===== src/rtl/spi_meas_reader_pkg.sv =====
// -----------------------------------------------------------------------------
// meas_pkg: definitions shared by the SPI measurement reader.
//   - meas_state_e : reader FSM state encoding
//   - FRAME_BITS   : bits per SPI read frame (four 32-bit words)
//   - WORD_W       : width of one measurement word
//   - FX/FBASE/TIME/DUTY : word positions in the frame, first-sent first
//   - frame_word() : extracts word N from a frame (word 0 in the MSBs)
// -----------------------------------------------------------------------------
package meas_pkg;

   typedef enum logic [2:0] {
      StIdle,
      StArm,
      StCsLead,
      StShift,
      StCsTrail,
      StDone
   } meas_state_e;

   localparam int unsigned FRAME_BITS = 128;
   localparam int unsigned WORD_W     = 32;

   localparam int unsigned FX    = 0;
   localparam int unsigned FBASE = 1;
   localparam int unsigned TIME  = 2;
   localparam int unsigned DUTY  = 3;

   // Word 0 arrives first and the frame is shifted in MSB-first, so it lands on top.
   function automatic logic [WORD_W-1:0] frame_word(input logic [FRAME_BITS-1:0] f,
                                                    input int unsigned idx);
      return f[FRAME_BITS-1-idx*WORD_W -: WORD_W];
   endfunction

endpackage


===== src/rtl/spi_meas_reader_if.sv =====
// -----------------------------------------------------------------------------
// spi_meas_reader_if: host request/result signals plus the SPI bus to the meter.
//   req         host -> reader, single-cycle measure-and-read request
//   start_sig   reader -> meter, measurement start command
//   spi_sck     reader -> meter, SPI clock (idles low)
//   spi_cs_n    reader -> meter, chip select (active low)
//   spi_miso    meter -> reader, serial data
//   busy        reader -> host, request in progress
//   data_valid  reader -> host, one-cycle pulse when the counts update
//   fx_cnt, fbase_cnt, time_cnt, duty_cnt : reader -> host, latched results
// Modports: master = the reader, slave = host/meter side.
// -----------------------------------------------------------------------------
interface spi_meas_reader_if;
   import meas_pkg::*;

   logic              req;
   logic              start_sig;
   logic              spi_sck;
   logic              spi_cs_n;
   logic              spi_miso;
   logic              busy;
   logic              data_valid;
   logic [WORD_W-1:0] fx_cnt;
   logic [WORD_W-1:0] fbase_cnt;
   logic [WORD_W-1:0] time_cnt;
   logic [WORD_W-1:0] duty_cnt;

   modport master (
      input  req, spi_miso,
      output start_sig, spi_sck, spi_cs_n, busy, data_valid,
      output fx_cnt, fbase_cnt, time_cnt, duty_cnt
   );

   modport slave (
      output req, spi_miso,
      input  start_sig, spi_sck, spi_cs_n, busy, data_valid,
      input  fx_cnt, fbase_cnt, time_cnt, duty_cnt
   );

endinterface


===== src/rtl/spi_meas_reader_sck_gen.sv =====
// -----------------------------------------------------------------------------
// spi_sck_gen: SPI clock divider for the measurement reader.
//   i_clk, i_rst : system clock, asynchronous active-high reset
//   i_en         : high only while shifting; low holds divider at 0 and SCK low
//   o_sck        : registered SCK, toggles every CLK_DIV cycles, first edge rising
//   o_fall       : high in the cycle whose closing edge drops SCK (end of high phase)
// -----------------------------------------------------------------------------
module spi_sck_gen #(
   parameter int unsigned CLK_DIV = 10
) (
   input  logic i_clk,
   input  logic i_rst,
   input  logic i_en,
   output logic o_sck,
   output logic o_fall
);

   localparam logic [7:0] DIV_M1 = 8'(CLK_DIV - 1);

   logic [7:0] r_div;
   logic       r_sck;
   logic       w_wrap;

   assign w_wrap = (r_div == DIV_M1);

   always_ff @(posedge i_clk or posedge i_rst) begin
      if (i_rst) begin
         r_div <= '0;
         r_sck <= 1'b0;
      end else if (!i_en) begin
         // Parking at 0 makes the first half-period after enable full length.
         r_div <= '0;
         r_sck <= 1'b0;
      end else if (w_wrap) begin
         r_div <= '0;
         r_sck <= ~r_sck;
      end else begin
         r_div <= r_div + 8'd1;
      end
   end

   assign o_sck  = r_sck;
   assign o_fall = i_en & w_wrap & r_sck;

endmodule


===== src/rtl/spi_meas_reader.sv =====
// -----------------------------------------------------------------------------
// spi_meas_reader: on a host request, pulses the meter's start_sig for GATE_WAIT
// cycles, then performs a 128-bit SPI mode-0 read and latches the four counts.
//   i_clk, i_rst : system clock, asynchronous active-high reset
//   bus          : spi_meas_reader_if.master (host handshake, SPI pins, results)
// Parameters: CLK_DIV (clk per SCK half-period, 4..255), GATE_WAIT (>=1),
//             CS_GAP (clk between cs_n and SCK activity, >=1).
// -----------------------------------------------------------------------------
module spi_meas_reader
   import meas_pkg::*;
#(
   parameter int unsigned CLK_DIV   = 10,
   parameter int unsigned GATE_WAIT = 60_000_000,
   parameter int unsigned CS_GAP    = 4
) (
   input logic                i_clk,
   input logic                i_rst,
   spi_meas_reader_if.master  bus
);

   localparam logic [31:0] GW_M1   = 32'(GATE_WAIT - 1);
   localparam logic [31:0] GAP_M1  = 32'(CS_GAP - 1);
   localparam logic [6:0]  LAST_BIT = 7'(FRAME_BITS - 1);

   meas_state_e           r_state;
   logic [31:0]           r_cnt;
   logic [6:0]            r_bit_cnt;
   logic [FRAME_BITS-1:0] r_shift;
   logic                  r_start;
   logic                  r_cs_n;
   logic                  r_busy;
   logic                  r_valid;
   logic [WORD_W-1:0]     r_fx;
   logic [WORD_W-1:0]     r_fbase;
   logic [WORD_W-1:0]     r_time;
   logic [WORD_W-1:0]     r_duty;
   logic                  r_miso_s1;
   logic                  r_miso_s2;
   logic                  w_sck;
   logic                  w_fall;

   always_ff @(posedge i_clk or posedge i_rst) begin
      if (i_rst) begin
         r_miso_s1 <= 1'b0;
         r_miso_s2 <= 1'b0;
      end else begin
         r_miso_s1 <= bus.spi_miso;
         r_miso_s2 <= r_miso_s1;
      end
   end

   spi_sck_gen #(
      .CLK_DIV (CLK_DIV)
   ) u_sck_gen (
      .i_clk  (i_clk),
      .i_rst  (i_rst),
      .i_en   (r_state == StShift),
      .o_sck  (w_sck),
      .o_fall (w_fall)
   );

   always_ff @(posedge i_clk or posedge i_rst) begin
      if (i_rst) begin
         r_state   <= StIdle;
         r_cnt     <= '0;
         r_bit_cnt <= '0;
         r_shift   <= '0;
         r_start   <= 1'b0;
         r_cs_n    <= 1'b1;
         r_busy    <= 1'b0;
         r_valid   <= 1'b0;
         r_fx      <= '0;
         r_fbase   <= '0;
         r_time    <= '0;
         r_duty    <= '0;
      end else begin
         r_valid <= 1'b0;
         case (r_state)
            StIdle: begin
               if (bus.req) begin
                  r_state <= StArm;
                  r_busy  <= 1'b1;
                  r_start <= 1'b1;
                  r_cnt   <= '0;
               end
            end
            StArm: begin
               if (r_cnt == GW_M1) begin
                  r_start <= 1'b0;
                  r_cs_n  <= 1'b0;
                  r_cnt   <= '0;
                  r_state <= StCsLead;
               end else begin
                  r_cnt <= r_cnt + 32'd1;
               end
            end
            StCsLead: begin
               if (r_cnt == GAP_M1) begin
                  r_cnt     <= '0;
                  r_bit_cnt <= '0;
                  r_state   <= StShift;
               end else begin
                  r_cnt <= r_cnt + 32'd1;
               end
            end
            StShift: begin
               // Sampling at the end of the high phase leaves a full half-period for
               // the slave's post-fall update plus the two synchronizer stages.
               if (w_fall) begin
                  r_shift   <= {r_shift[FRAME_BITS-2:0], r_miso_s2};
                  r_bit_cnt <= r_bit_cnt + 7'd1;
                  if (r_bit_cnt == LAST_BIT) begin
                     r_state <= StCsTrail;
                  end
               end
            end
            StCsTrail: begin
               if (r_cnt == GAP_M1) begin
                  r_cnt   <= '0;
                  r_cs_n  <= 1'b1;
                  r_busy  <= 1'b0;
                  r_valid <= 1'b1;
                  r_fx    <= frame_word(r_shift, FX);
                  r_fbase <= frame_word(r_shift, FBASE);
                  r_time  <= frame_word(r_shift, TIME);
                  r_duty  <= frame_word(r_shift, DUTY);
                  r_state <= StDone;
               end else begin
                  r_cnt <= r_cnt + 32'd1;
               end
            end
            StDone: begin
               r_state <= StIdle;
            end
            default: begin
               r_state <= StIdle;
            end
         endcase
      end
   end

   assign bus.start_sig  = r_start;
   assign bus.spi_sck    = w_sck;
   assign bus.spi_cs_n   = r_cs_n;
   assign bus.busy       = r_busy;
   assign bus.data_valid = r_valid;
   assign bus.fx_cnt     = r_fx;
   assign bus.fbase_cnt  = r_fbase;
   assign bus.time_cnt   = r_time;
   assign bus.duty_cnt   = r_duty;

endmodule


===== src/flat_wrapper.sv =====
// flat-port wrapper written by rule: the top's interface ports become plain ports
module spi_meas_reader_flat import meas_pkg::*;
#(
   parameter int unsigned CLK_DIV   = 10,
   parameter int unsigned GATE_WAIT = 60_000_000,
   parameter int unsigned CS_GAP    = 4
)
  (i_clk, i_rst, bus_req, bus_spi_miso, bus_start_sig, bus_spi_sck, bus_spi_cs_n, bus_busy, bus_data_valid, bus_fx_cnt, bus_fbase_cnt, bus_time_cnt, bus_duty_cnt);
  spi_meas_reader_if bus_i ();
  input logic i_clk;
  input logic i_rst;
  input wire logic [$bits(bus_i.req)-1:0] bus_req;
  input wire logic [$bits(bus_i.spi_miso)-1:0] bus_spi_miso;
  output wire logic [$bits(bus_i.start_sig)-1:0] bus_start_sig;
  output wire logic [$bits(bus_i.spi_sck)-1:0] bus_spi_sck;
  output wire logic [$bits(bus_i.spi_cs_n)-1:0] bus_spi_cs_n;
  output wire logic [$bits(bus_i.busy)-1:0] bus_busy;
  output wire logic [$bits(bus_i.data_valid)-1:0] bus_data_valid;
  output wire logic [$bits(bus_i.fx_cnt)-1:0] bus_fx_cnt;
  output wire logic [$bits(bus_i.fbase_cnt)-1:0] bus_fbase_cnt;
  output wire logic [$bits(bus_i.time_cnt)-1:0] bus_time_cnt;
  output wire logic [$bits(bus_i.duty_cnt)-1:0] bus_duty_cnt;
  assign bus_i.req = bus_req;
  assign bus_i.spi_miso = bus_spi_miso;
  assign bus_start_sig = bus_i.start_sig;
  assign bus_spi_sck = bus_i.spi_sck;
  assign bus_spi_cs_n = bus_i.spi_cs_n;
  assign bus_busy = bus_i.busy;
  assign bus_data_valid = bus_i.data_valid;
  assign bus_fx_cnt = bus_i.fx_cnt;
  assign bus_fbase_cnt = bus_i.fbase_cnt;
  assign bus_time_cnt = bus_i.time_cnt;
  assign bus_duty_cnt = bus_i.duty_cnt;
  spi_meas_reader #(.CLK_DIV(CLK_DIV), .GATE_WAIT(GATE_WAIT), .CS_GAP(CS_GAP)) u_core (.i_clk(i_clk), .i_rst(i_rst), .bus(bus_i));
endmodule

===== config.mk =====
export PLATFORM = sky130hd
export DESIGN_NAME = spi_meas_reader_flat
export DESIGN_NICKNAME = d
export VERILOG_FILES = /design/src/rtl/spi_meas_reader_pkg.sv /design/src/rtl/spi_meas_reader_if.sv /design/src/rtl/spi_meas_reader_sck_gen.sv /design/src/rtl/spi_meas_reader.sv /design/src/flat_wrapper.sv
export SDC_FILE = /design/constraint.sdc
export NUM_CORES = 1
export LEC_CHECK = 0
export ABC_AREA = 1
export BUFFER_PORTS_ARGS = -buffer_cell sky130_fd_sc_hd__buf_2
export CORE_MARGIN = 2
export CORE_UTILIZATION = 45
export DETAILED_ROUTE_END_ITERATION = 10
export MAX_ROUTING_LAYER = met4
export PLACE_DENSITY = 0.62
export SLEW_MARGIN = 30
export SYNTH_ARGS = -nofsm -noshare
export SYNTH_HDL_FRONTEND = slang
export SYNTH_HIERARCHICAL = 1
export SYNTH_SLANG_ARGS = --single-unit

===== constraint.sdc =====
create_clock -name i_clk -period 11.65 [get_ports i_clk]
set_clock_uncertainty 0.1 [all_clocks]
set_input_delay 2.33 -clock i_clk [delete_from_list [all_inputs] [get_ports i_clk]]
set_output_delay 2.33 -clock i_clk [all_outputs]
set_load 0.02 [all_outputs]

## Yosys cells after proc, flatten, opt, wreduce, memory -nomap -nowiden

Cells that the tools add are included.
Widths: inputs -> output; s select.

| word-level totals | value |
|---|---|
| bits in registers | 313 |
| output and inout bits | 133 |

| operators by class | value |
|---|---|
| add/subtract/negate cells | 3 |
| equality and inequality tests | 15 |
| muxes and demuxes | 27 |
| bitwise logic cells | 3 |
| reductions and logical operators | 15 |

Operators with widths:

| operator | number |
|---|---|
| $mux 32 | 3 |
| $pmux 32 s3 | 1 |
| $add 32x1->32 const B | 1 |
| $eq 32x2->1 const B | 1 |
| $eq 32x26->1 const B | 1 |
| $mux 3 | 6 |
| $mux 8 | 2 |
| $pmux 3 s5 | 1 |
| $mux 7 | 2 |
| $pmux 7 s2 | 1 |
| $ne 2x1->1 const B | 6 |
| $reduce_and 3->1 | 4 |
| $add 8x1->8 const B | 1 |
| $eq 8x4->1 const B | 1 |
| $mux 1 | 8 |
| $reduce_bool 2->1 | 4 |
| $add 7x1->7 const B | 1 |
| $eq 7x7->1 const B | 1 |
| $eq 3x2->1 const B | 2 |
| $pmux 1 s2 | 3 |
| $reduce_and 2->1 | 3 |
| $reduce_and 6->1 | 1 |
| $eq 3x1->1 const B | 1 |
| $eq 3x3->1 const B | 1 |
| other kinds (6) | 7 |

## Logic depth before layout (Yosys ltp)

Gate-level depths: netlist of the first run.

| logic depth | value |
|---|---|
| word-level depth | 5 |
| gate-level depth with buffers | 12 |
| mapped depth without buffers | 12 |

## Hierarchy

Netlist of the first run, hierarchy kept.

Modules (own cells, without submodules):

| module | instances | cells each | area each (um2) |
|---|---|---|---|
| spi_meas_reader | 1 | 1442 | 13122.6 |
| spi_sck_gen | 1 | 63 | 498.0 |

## Worst setup path after synthesis of the first run

OpenSTA, ideal clock, no wires.

| path | value |
|---|---|
| kind | input to register |
| start point | in bus_req |
| end point | reg u_core.r_cnt[26] |
| data arrival time | 2.994 ns |
| setup slack | 8.426 ns |
| cell stages on the path | 6 |
| buffers on the path | 1 |
| cells stage by stage | inv_1 -> nand2_1 -> nand2_2 -> inv_1 -> clkbuf_1 -> o21ai_0 |

| on the way | value |
|---|---|
| word-level cells in the longest chain between the ends | 2 |

Ends and longest elaborated chain:

| what | RTL line | source |
|---|---|---|
| start, declared | flat_wrapper.sv:12 | `input wire logic [$bits(bus_i.req)-1:0] bus_req;` |
| $ne 2x2->1 (no source line) | n/a |  |
| $reduce_and 2->1 (no source line) | n/a |  |
| end signal, assigned | spi_meas_reader.sv:94 | `r_cnt <= r_cnt + 32'd1;` |
| end signal, assigned | spi_meas_reader.sv:103 | `r_cnt <= r_cnt + 32'd1;` |
| end signal, assigned | spi_meas_reader.sv:129 | `r_cnt <= r_cnt + 32'd1;` |
| end, declared | spi_meas_reader.sv:26 | `logic [31:0] r_cnt;` |

Every way passes these cells.
A chain may end at the register's enable or synchronous reset.

## Final worst setup path of the first run

| path | value |
|---|---|
| start point | reg u_core.r_cs_n (netlist: u_core/bus.spi_cs_n) |
| end point | out bus_spi_cs_n |

RTL lines:

| what | RTL line | source |
|---|---|---|
| start, declared | spi_meas_reader.sv:30 | `logic r_cs_n;` |
| start signal, assigned | spi_meas_reader.sv:69 | `r_cs_n <= 1'b1;` |
| start signal, assigned | spi_meas_reader.sv:90 | `r_cs_n <= 1'b0;` |
| start signal, assigned | spi_meas_reader.sv:120 | `r_cs_n <= 1'b1;` |
| end, declared | flat_wrapper.sv:16 | `output wire logic [$bits(bus_i.spi_cs_n)-1:0] bus_spi_cs_n;` |

No word-level cell between the ends.

==> results of run 1 <==
-- flip-flops by register name (all words and copies together), names as in the netlist --
signal                  count
u_core/r_shift            128
u_core/bus.duty_cnt        32
u_core/bus.fbase_cnt       32
u_core/bus.fx_cnt          32
u_core/bus.time_cnt        32
u_core/r_cnt               32
u_core/u_sck_gen/r_div      8
u_core/r_bit_cnt            7
u_core/r_state              3
u_core/bus.busy             1
u_core/bus.data_valid       1
u_core/bus.spi_cs_n         1
u_core/bus.start_sig        1
u_core/r_miso_s1            1
u_core/r_miso_s2            1
u_core/u_sck_gen/o_sck      1
-- cell usage in the layout, fill, tap and decap left out, drive strengths merged --
cell type / n
a21oi: 3
and3b: 1
buf: 141
bufinv: 4
clkbuf: 52
clkinv: 9
clkinvlp: 1
dfrtp: 312
dfstp: 1
ha: 5
inv: 191
nand2: 438
nand3: 48
nand3b: 1
nand4: 11
nor2: 116
nor3: 8
nor3b: 1
nor4: 2
o211ai: 10
o21a: 2
o21ai: 280
o21bai: 1
xnor2: 5
xor2: 9
-- per-stage QoR --
stage	setup WS [ns]	cells	total power (W)	util [%]	hold WS (ns)
floorplan	0.8190	1505	0.001124	-	0.2312
global placement	7.207	1976	0.001131	48.52	0.2516
detailed placement	7.650	1976	0.001132	48.59	0.2582
CTS	7.999	2042	0.002333	52.87	0.2718
global route	7.869	2042	0.002375	52.87	0.2794
finish	8.024	2042	0.002295	52.87	0.2648
-- where the power goes --
| group | switching (W) | internal, W | leakage [nW] |
|---|---|---|---|
| Combinational | 0.0000209 | 0.00000126 | 2.72 |
| Clock | 0.000446 | 0.000739 | 0.630 |
| Sequential | 0.0000000926 | 0.00109 | 4.23 |
| Total | 0.000467 | 0.00183 | 7.58 |
-- kinds of logic (layout without fill, tap and decap cells) --
kind of cell    after synthesis  count (layout)  synth area share [%]
xor+xnor                     14              14                0.9003
fa+ha+maj                     5               5                0.4593
simple gates                626             626                 18.43
compound gates              296             296                 14.17
flops                       313             313                 57.51
buf+inv                     251             398                 8.525
-- worst max path at each step --
stage	cells past startpoint	to	from	slack, ns
after floorplan	1	u_core/bus.busy	i_rst	0.82
after global placement	3	u_core/bus.fbase_cnt[10]	i_rst	7.21
after detailed placement	8	u_core/r_cnt[10]	bus_req	7.65
after CTS	1	bus_spi_cs_n	u_core/bus.spi_cs_n	8.00
after global routing	10	u_core/bus.time_cnt[26]	u_core/r_cnt[0]	7.87
final	1	bus_spi_cs_n	u_core/bus.spi_cs_n	8.02
-- final cells by class --
cell class,count,area [um^2],area share (%)
Multi-Input combinational cell,941,4653,29.61
Clock buffer,52,1084,6.896
Tap cell,390,488.0,3.106
Timing Repair Buffer,141,733.2,4.666
Sequential cell,313,7834,49.86
Clock inverter,14,190.2,1.210
Inverter,191,730.7,4.650
-- per-layer routing --
layer / track usage, % / up-vias / share of wire [%]
met5: - / - / 0
met4: 5.601 / 0 / 1.9
met3: 4.135 / 41 / 5.6
met2: 28.33 / 194 / 44
met1: 26.38 / 4591 / 48
li1: - / 4981 / -
==> run summary, run 1 <==
Resized Gates After CTS: 0
Die X: 178.0 um
Reg clk slew, reported paths: 0.06 ns
Sink Count: 313
Flop-to-flop setup slack: 8.27 ns
Grt ovf: 0
Drt total wl: 28.01 mm
IO Pins: 137
GPL Wtd Cong: 0.9067
Design area: 15710 um^2
Initial antenna violation count: 0
Mapped Avg Cell Area: 9.050 um^2
CTS tree: built
Setup TNS: 0 ns
Final period demand of the worst path: 3.626 ns
Initial core utilization: 45.83%
Tightest Pin Transition: 0.8766 ns
Cells along the critical path: buf_2
CTS H-Tree Depth: 2
ANT nets after route: 0
Pwr dens: 146.0 nW/um^2
Core area: 29720 um^2
FILL cells: 2769
Cts hold-fix bufs: 0
Iter 0 DRT Violations: 766
Post-synth cell types: 30
First-pass GRT wire length: 47.64 mm
Fmax: 275.8 MHz
Area contributors post-synth: dfrtp_1 (57%), nand2_1 (12%), o21ai_2 (7.1%), o21ai_0 (5.8%), inv_1 (5.2%)
Crit Reg-Reg Startpoint: u_core/r_cnt[0]
Hold path depth: 0
Post-synth top area share: 57.32%
Worst rel slew slack: 41.56%
TritonCTS Buffers: 36
Skew-Pair Late Insertion Delay: 0.52 ns
Routed via count: 9807
Worst Path Required: 9.22 ns
Detailed placement HPWL: 18.29 mm
RR Endpoint: u_core/bus.time_cnt[13]
Syn_nets: 1514
Synthesis-to-layout area growth: 15.36%
First-pass DRT Iterations: 5
Hold Crit Start: u_core/r_miso_s1
GRT Util Overall: 19.05%
P_leak: 7.582 nW
Cell row count: 63
Worst Hold End: u_core/r_miso_s2
IO buf count: 136
Top post-synthesis cells by count: nand2_1 (431), dfrtp_1 (312), inv_1 (190)
Crit Path Category: flop to output port
Syn Inst Count: 1505
Worst R2R Path Depth: 10
Number of global-route vias before repair: 9464
RSZ-0062 raised after global routing: false
Die Area: 31680 um^2
CP arrival: 1.20 ns
Seq/Total Area, Yosys: 57.51%
Asr flop ratio synth: 100.0%
Tcrit/Tclk final: 31.12%
DR WL/cell: 13.71 um
Pin count of the biggest net entering global routing: 142
Bufs and invs on worst path: 1
Root Buffer: clkbuf_16
Startpoint Class: flop
Most frequent cell after synthesis: nand2_1
Worst setup EP type: output port
Via/cell ratio: 4.803
Die height: 178.0 um
Hold WC Path Type: flop to flop
Status: complete, no violations
Post-synth EDFFs: 0
Peak supply drop: 0.1082 mV
Clk buf depth: 3
Residual DRC: 0
Post-DP Area: 14440 um^2
#FFs+latches synth: 313
Worst path max stage delay: 0.53 ns
Critical path's top delay family: flip-flops
Max-Cap Viols: 0
Final setup fails: 0
Cell Area, Synth: 13620 um^2
Worst Path Max Fanout: 2
Yosys Warn Count: 6
Critical-path top delay cell: dfstp_2
Nets: 1633
Final hold vios: 0
Post-CTS Setup Bufs: 0
Synth Flop Type: dfrtp_1
Post-synth top area cell: dfrtp_1
Layout cell share with drive strength beyond 1: 20.04%
Antenna diode instance count: 0
Max Transition Viols Final: 0
(Power assumes the default switching activity.)
==> inputs of run 2 (changes only) <==
==> constraint.sdc (replaced) <==
create_clock -name i_clk -period 3.5 [get_ports i_clk]
set_clock_uncertainty 0.1 [all_clocks]
set_input_delay 0.7 -clock i_clk [delete_from_list [all_inputs] [get_ports i_clk]]
set_output_delay 0.7 -clock i_clk [all_outputs]
set_load 0.02 [all_outputs]
==> run 2 against run 1 <==
  * Non-clock buffer count grew 8
  * Cell count grew 0.34%
  * Final area grew 0.78%
  * Routed wire length grew 1.5%
  * Count of clock-buffer cells in the layout shrank 1
  * Power grew to 3.3 times the previous value
  * Register-to-register slack lost 7.5 ns
  * First-iteration DRC count shrank 12%
  * Sequential cell count is the same
  * Critical path depth grew 8
  * Sequential share of layout area shrank 0.39 points
==> run summary, run 2 (synthesis gave the netlist of run 1 again) <==
Die height: 178.0 um (unchanged)
Cells along the critical path: inv_1, nand3_1, inv_1, inv_1, nor3_2, nand2_8, buf_4, nand2_1, o21ai_0
Slack of the critical path: 0.7388 ns (-7.285 ns)
P_sw: 0.001557 W (+230%)
Root Buffer: clkbuf_16
Worst Path Max Fanout: 89 (+87)
Top routing layer in use: met4
Peak supply drop: 0.3012 mV (+180%)
Via/cell ratio: 4.844 (+0.87%)
Most common cell after layout, fill and taps aside: nand2_1
GPL Wtd Cong: 0.9336 (+3.0%)
Met1 Routed Length: 13.55 mm (-0.24%)
Clk pwr share: 51.4% (-0.2 points)
First-pass DRT Iterations: 5 (unchanged)
DP Worst Slack: 0.7555 ns (-6.894 ns)
Final core utilization: 53.29% (+0.41 points)
Routed via count: 9926 (+1.2%)
Pwr dens: 481.7 nW/um^2 (+230%)
CTS tree: built
Critical path's top delay family: simple AND/OR/NAND/NOR gates
Sequential share of power: 47.5% (about the same)
Cts hold-fix bufs: 0 (unchanged)
Iter 0 DRT Violations: 677 (-12%)
Fmax: 362.2 MHz
Met2 routed WL: 12.83 mm (+4.0%)
Worst Path Required: 3.77 ns (-5.45 ns)
Detailed placement HPWL: 19.28 mm (+5.4%)
Met3 wire length: 1.353 mm (-14%)
Pin count of the biggest net entering global routing: 113 (-20%)
Layout cell share with drive strength beyond 1: 20.43% (+0.40 points)
Biggest register: u_core/r_shift
TritonCTS Buffers: 36 (unchanged)
Hold WC Path Type: input pin to async pin
Antenna diode instance count: 0 (unchanged)
Reg clk slew, reported paths: 0.06 ns (about the same)
Max-Cap Viols: 0 (unchanged)
Most used cell, CP: inv_1
Status: complete, no violations
IO Pins: 137 (unchanged)
Final hold vios: 0 (unchanged)
Residual DRC: 0 (unchanged)
Most frequent cells in the layout: nand2_1 (431), dfrtp_1 (312), inv_1 (189)
CP arrival: 3.03 ns (+1.83 ns)
Tcrit/Tclk final: 78.89%
Post-CTS Setup Bufs: 0 (unchanged)
Worst path max stage delay: 0.41 ns (-0.12 ns)
Worst setup EP type: flop
Cell row count: 63 (unchanged)
Tightest Pin Transition: 0.8549 ns (-0.02163 ns)
Int Pwr: 0.006070 W (+230%)
Initial antenna violation count: 0 (unchanged)
Bufs and invs on worst path: 4 (+3)
P_leak: 7.642 nW (+0.79%)
Core area: 29720 um^2 (unchanged)
IO buf count: 136 (unchanged)
RSZ-0062 raised after global routing: false
Final period demand of the worst path: 2.761 ns
Final setup fails: 0 (unchanged)
Die X: 178.0 um (unchanged)
Skew-Pair Late Insertion Delay: 0.51 ns (about the same)
Comb pwr share: 1.1% (about the same)
Critical-path top delay cell: buf_4
Sw Share: 20.41% (+0.067 points)
Initial core utilization: 45.83% (unchanged)
Nets: 1641 (+0.49%)
CTS H-Tree Depth: 2 (unchanged)
Sink Count: 313 (unchanged)
Synthesis-to-layout area growth: 16.26%
ANT nets after route: 0 (unchanged)
Worst rel slew slack: 42.88% (+1.3 points)
GRT Util Overall: 19.14% (+0.088 points)
Number of global-route vias before repair: 9512 (+0.51%)
Die Area: 31680 um^2 (unchanged)
Startpoint Class: flop
Design area: 15840 um^2 (+0.78%)
Grt ovf: 0 (unchanged)
Max Transition Viols Final: 0 (unchanged)
Crit Path Category: flop to flop
Drt total wl: 28.42 mm (+1.5%)
Resized Gates After CTS: 0 (unchanged)
First-pass GRT wire length: 47.97 mm (+0.69%)
Post-DP Area: 14580 um^2 (+0.94%)
DR WL/cell: 13.87 um (+1.1%)
Clk buf depth: 3 (unchanged)
Max FFs per register: 128 (unchanged)
## run 2: cell count changes in the layout (fill, tap and decap cells not counted), sizes merged
cell      previous run  this run
clkbuf              52        51
clkinvlp             1         2
clkinv               9         8
buf                141       149
## run 2: final timing paths
kind	startpoint	to	slack [ns]	depth (start not counted)
worst max-delay path	u_core/r_state[2]	u_core/r_shift[43]	0.74	9
worst min-delay path	i_rst	u_core/u_sck_gen/r_div[1]	0.09	2
worst max register to register	u_core/r_state[2]	u_core/r_shift[43]	0.74	9
worst min register to register	u_core/r_miso_s1	u_core/r_miso_s2	0.25	0
max in group asynchronous	i_rst	u_core/r_shift[44]	2.21	3
min in group i_clk	bus_spi_miso	u_core/r_miso_s1	0.23	1
## run 2: power groups by stage
stage | Sequential, W | Clock, W | Combinational (W)
2_1_floorplan | 0.00369 | 0 | 0.0000531
3_3_place_gp | 0.00369 | 0 | 0.0000926
3_5_place_dp | 0.00369 | 0 | 0.0000930
4_1_cts | 0.00362 | 0.00403 | 0.0000926
5_1_grt | 0.00362 | 0.00419 | 0.000103
6_report | 0.00362 | 0.00392 | 0.0000860
## run 2: final cells by class
cell class	count	area, um^2
Fill cell	2737	13880
Tap cell	390	488.0
Clock buffer	51	1069
Clock inverter	14	191.4
Multi-Input combinational cell	941	4653
Timing Repair Buffer	149	878.3
Inverter	191	721.9
Sequential cell	313	7834
## run 2: worst register-to-register path: cells and delay by family (launching register included)
kind / cells / cell delay, ns
buffers and inverters: 4 / 1.00
and+or+nand+nor: 4 / 1.05
DFF: 1 / 0.39
AOI/OAI and AO/OA: 1 / 0.08
## run 2: per-layer routing
layer,vias up,track usage [%]
li1,5002,-
met1,4658,27.10
met2,209,28.75
met3,57,2.984
met4,0,5.430
met5,-,-
## run 2: through the flow
stage          std cells  TNS (ns)  power [W]  hold WS (ns)
2_1_floorplan       1505   -406.94   0.003742        0.2312
3_3_place_gp        1984         0   0.003779        0.2426
3_5_place_dp        1984         0   0.003779        0.2432
4_1_cts             2049         0   0.007747       0.08460
5_1_grt             2049         0   0.007910        0.1188
6_report            2049         0   0.007627       0.09264
==> inputs of run 3 (changes only) <==
--- a/config.mk
+++ b/config.mk
@@ -11,7 +11,7 @@
 export CORE_UTILIZATION = 45
 export DETAILED_ROUTE_END_ITERATION = 10
 export MAX_ROUTING_LAYER = met4
-export PLACE_DENSITY = 0.62
+export PLACE_DENSITY = 0.64
 export SLEW_MARGIN = 30
 export SYNTH_ARGS = -nofsm -noshare
 export SYNTH_HDL_FRONTEND = slang
==> constraint.sdc (replaced) <==
create_clock -name i_clk -period 2.35 [get_ports i_clk]
set_clock_uncertainty 0.1 [all_clocks]
set_input_delay 0.47 -clock i_clk [delete_from_list [all_inputs] [get_ports i_clk]]
set_output_delay 0.47 -clock i_clk [all_outputs]
set_load 0.02 [all_outputs]
==> run 3 against run 2 <==
  * Non-clock buffer count rose by 22
  * First-iteration DRC count rose by 1.8%
  * Count of clock-buffer cells in the layout fell by 3
  * Cell count rose by 0.93%
  * Sequential share of layout area fell by 0.28 points
  * Sequential cell count did not move
  * Largest power group is now sequential cells
  * Highest routed layer unchanged
  * Sequential power rose by 49%
  * Clock power rose by 34%
  * Register-to-register slack got worse by 0.53 ns
==> run summary, run 3 (synthesis gave the netlist of run 1 again) <==
IO buf count: 136 (unchanged)
Post-CTS Setup Bufs: 0 (unchanged)
Crit path depth: 9 (unchanged)
Worst setup EP type: flop
Most used cell, CP: inv_1
Most common cell after layout, fill and taps aside: nand2_1
Cells along the critical path: inv_1, nand3_1, inv_1, inv_1, nor3_2, buf_4, nand2_8, buf_12, o21ai_0
Max-Cap Viols: 0 (unchanged)
Worst rel slew slack: 64.04% (+21 points)
CTS H-Tree Depth: 2 (unchanged)
Fmax: 466.5 MHz (+29%)
Worst path max stage delay: 0.39 ns (-0.02 ns)
Critical path's top delay family: buffers and inverters
TritonCTS Buffers: 35 (-2.8%)
Drt total wl: 29.21 mm (+2.8%)
Worst R2R Path Depth: 9 (unchanged)
Status: complete, no violations
Pin count of the biggest net entering global routing: 85 (-25%)
Biggest register: u_core/r_shift
ANT nets after route: 0 (unchanged)
Number of global-route vias before repair: 9775 (+2.8%)
Die X: 178.0 um (unchanged)
Sink Count: 313 (unchanged)
Most frequent cells in the layout: nand2_1 (431), dfrtp_1 (312), inv_1 (189)
FILL cells: 2688 (-1.8%)
Initial antenna violation count: 0 (unchanged)
Skew-Pair Late Insertion Delay: 0.51 ns (about the same)
Reg clk slew, reported paths: 0.06 ns (about the same)
Hold WC Path Type: flop to flop
CTS tree: built
Iter 0 DRT Violations: 689 (+1.8%)
First-pass GRT wire length: 49.04 mm (+2.2%)
Residual DRC: 0 (unchanged)
Crit Reg-Reg Startpoint: u_core/r_state[2]
RSZ-0062 raised after global routing: false
Flop-to-flop setup slack: 0.21 ns (-0.53 ns)
P_leak: 7.700 nW (+0.76%)
Clk buf depth: 3 (unchanged)
Core area: 29720 um^2 (unchanged)
Worst Path Required: 2.66 ns (-1.11 ns)
Initial core utilization: 45.83% (unchanged)
Die height: 178.0 um (unchanged)
DR WL/cell: 14.12 um (+1.8%)
Final period demand of the worst path: 2.143 ns (-0.6178 ns)
Grt ovf: 0 (unchanged)
Pwr dens: 677.3 nW/um^2 (+41%)
First-pass DRT Iterations: 5 (unchanged)
RR Endpoint: u_core/r_shift[98]
IO Pins: 137 (unchanged)
Max Transition Viols Final: 0 (unchanged)
Synthesis-to-layout area growth: 16.91%
Slack of the critical path: 0.2066 ns (-0.5322 ns)
Antenna diode instance count: 0 (unchanged)
Final setup fails: 0 (unchanged)
Routed via count: 9969 (+0.43%)
Peak supply drop: 0.5132 mV (+70%)
Crit Path Category: flop to flop
Nets: 1662 (+1.3%)
Die Area: 31680 um^2 (unchanged)
Root Buffer: clkbuf_16
Layout cell share with drive strength beyond 1: 20.92% (+0.48 points)
Max FFs per register: 128 (unchanged)
Cell row count: 63 (unchanged)
Tightest Pin Transition: 0.5352 ns (-0.3197 ns)
Worst setup path end: u_core/r_shift[98]
Tcrit/Tclk final: 91.21% (+12 points)
Detailed placement HPWL: 20.25 mm (+5.1%)
CP arrival: 2.45 ns (-0.58 ns)
Crit. Startpoint: u_core/r_state[2]
GPL Wtd Cong: 0.9223 (-1.2%)
Final hold vios: 0 (unchanged)
Critical-path top delay cell: dfrtp_1
Via/cell ratio: 4.821 (-0.49%)
GRT Util Overall: 19.67% (+0.53 points)
DP Worst Slack: 0.2361 ns (-0.5194 ns)
Startpoint Class: flop
Worst Path Max Fanout: 68 (-24%)
Hold_ws: 0.3191 ns (+0.2265 ns)
Bufs and invs on worst path: 5 (+1)
[run 3: worst min-delay path by stage]
stage	startpoint	to	slack, ns	depth (start not counted)
finish	u_core/r_miso_s1	u_core/r_miso_s2	0.32	0
floorplan	i_rst	u_core/u_sck_gen/o_sck	0.20	1
global route	u_core/r_miso_s1	u_core/r_miso_s2	0.32	0
global placement	u_core/r_miso_s1	u_core/r_miso_s2	0.30	0
detailed placement	u_core/r_miso_s1	u_core/r_miso_s2	0.29	0
CTS	u_core/r_miso_s1	u_core/r_miso_s2	0.31	0
[run 3: cell type report]
cell class	instances	area (um^2)	area share, %
Clock buffer	48	965.9	6.066
Clock inverter	14	137.6	0.8643
Tap cell	390	488.0	3.064
Multi-Input combinational cell	941	4653	29.22
Inverter	191	721.9	4.534
Sequential cell	313	7834	49.19
Timing Repair Buffer	171	1124	7.056
[run 3: power breakdown]
| group | switching (W) | internal, W |
|---|---|---|
| Clock | 0.00214 | 0.00311 |
| Combinational | 0.000110 | 0.0000291 |
| Sequential | 0.000000941 | 0.00539 |
[run 3: stage by stage]
| step | TNS, ns | power, W | std cells | area, um^2 | utilization [%] |
|---|---|---|---|---|---|
| after floorplan | -686.62 | 0.005573 | 1505 | 13620 | - |
| after global placement | 0 | 0.005636 | 2004 | 14800 | 49.80 |
| after detailed placement | 0 | 0.005638 | 2004 | 14800 | 49.80 |
| after CTS | 0 | 0.01095 | 2068 | 15920 | 53.59 |
| after global routing | 0 | 0.01120 | 2068 | 15920 | 53.59 |
| final | 0 | 0.01079 | 2068 | 15920 | 53.59 |
[run 3: per-layer routing]
| layer | up-vias | global-route usage (%) | part of all wire [%] | wire length [um] |
|---|---|---|---|---|
| li1 | 5037 | - | - | - |
| met1 | 4659 | 27.24 | 47 | 13830 |
| met2 | 225 | 30.10 | 45 | 13100 |
| met3 | 48 | 3.346 | 5.7 | 1670 |
| met4 | 0 | 5.396 | 2.1 | 599 |
| met5 | - | - | 0 | 0 |
[run 3: what timing repair did]
| action | in CTS | in global routing |
|---|---|---|
| resized for setup | 0 | 1 |
| endpoints found under the hold margin | 18 | 0 |
| hold buffers | 2 | 0 |
| setup endpoints to repair | 0 | 1 |
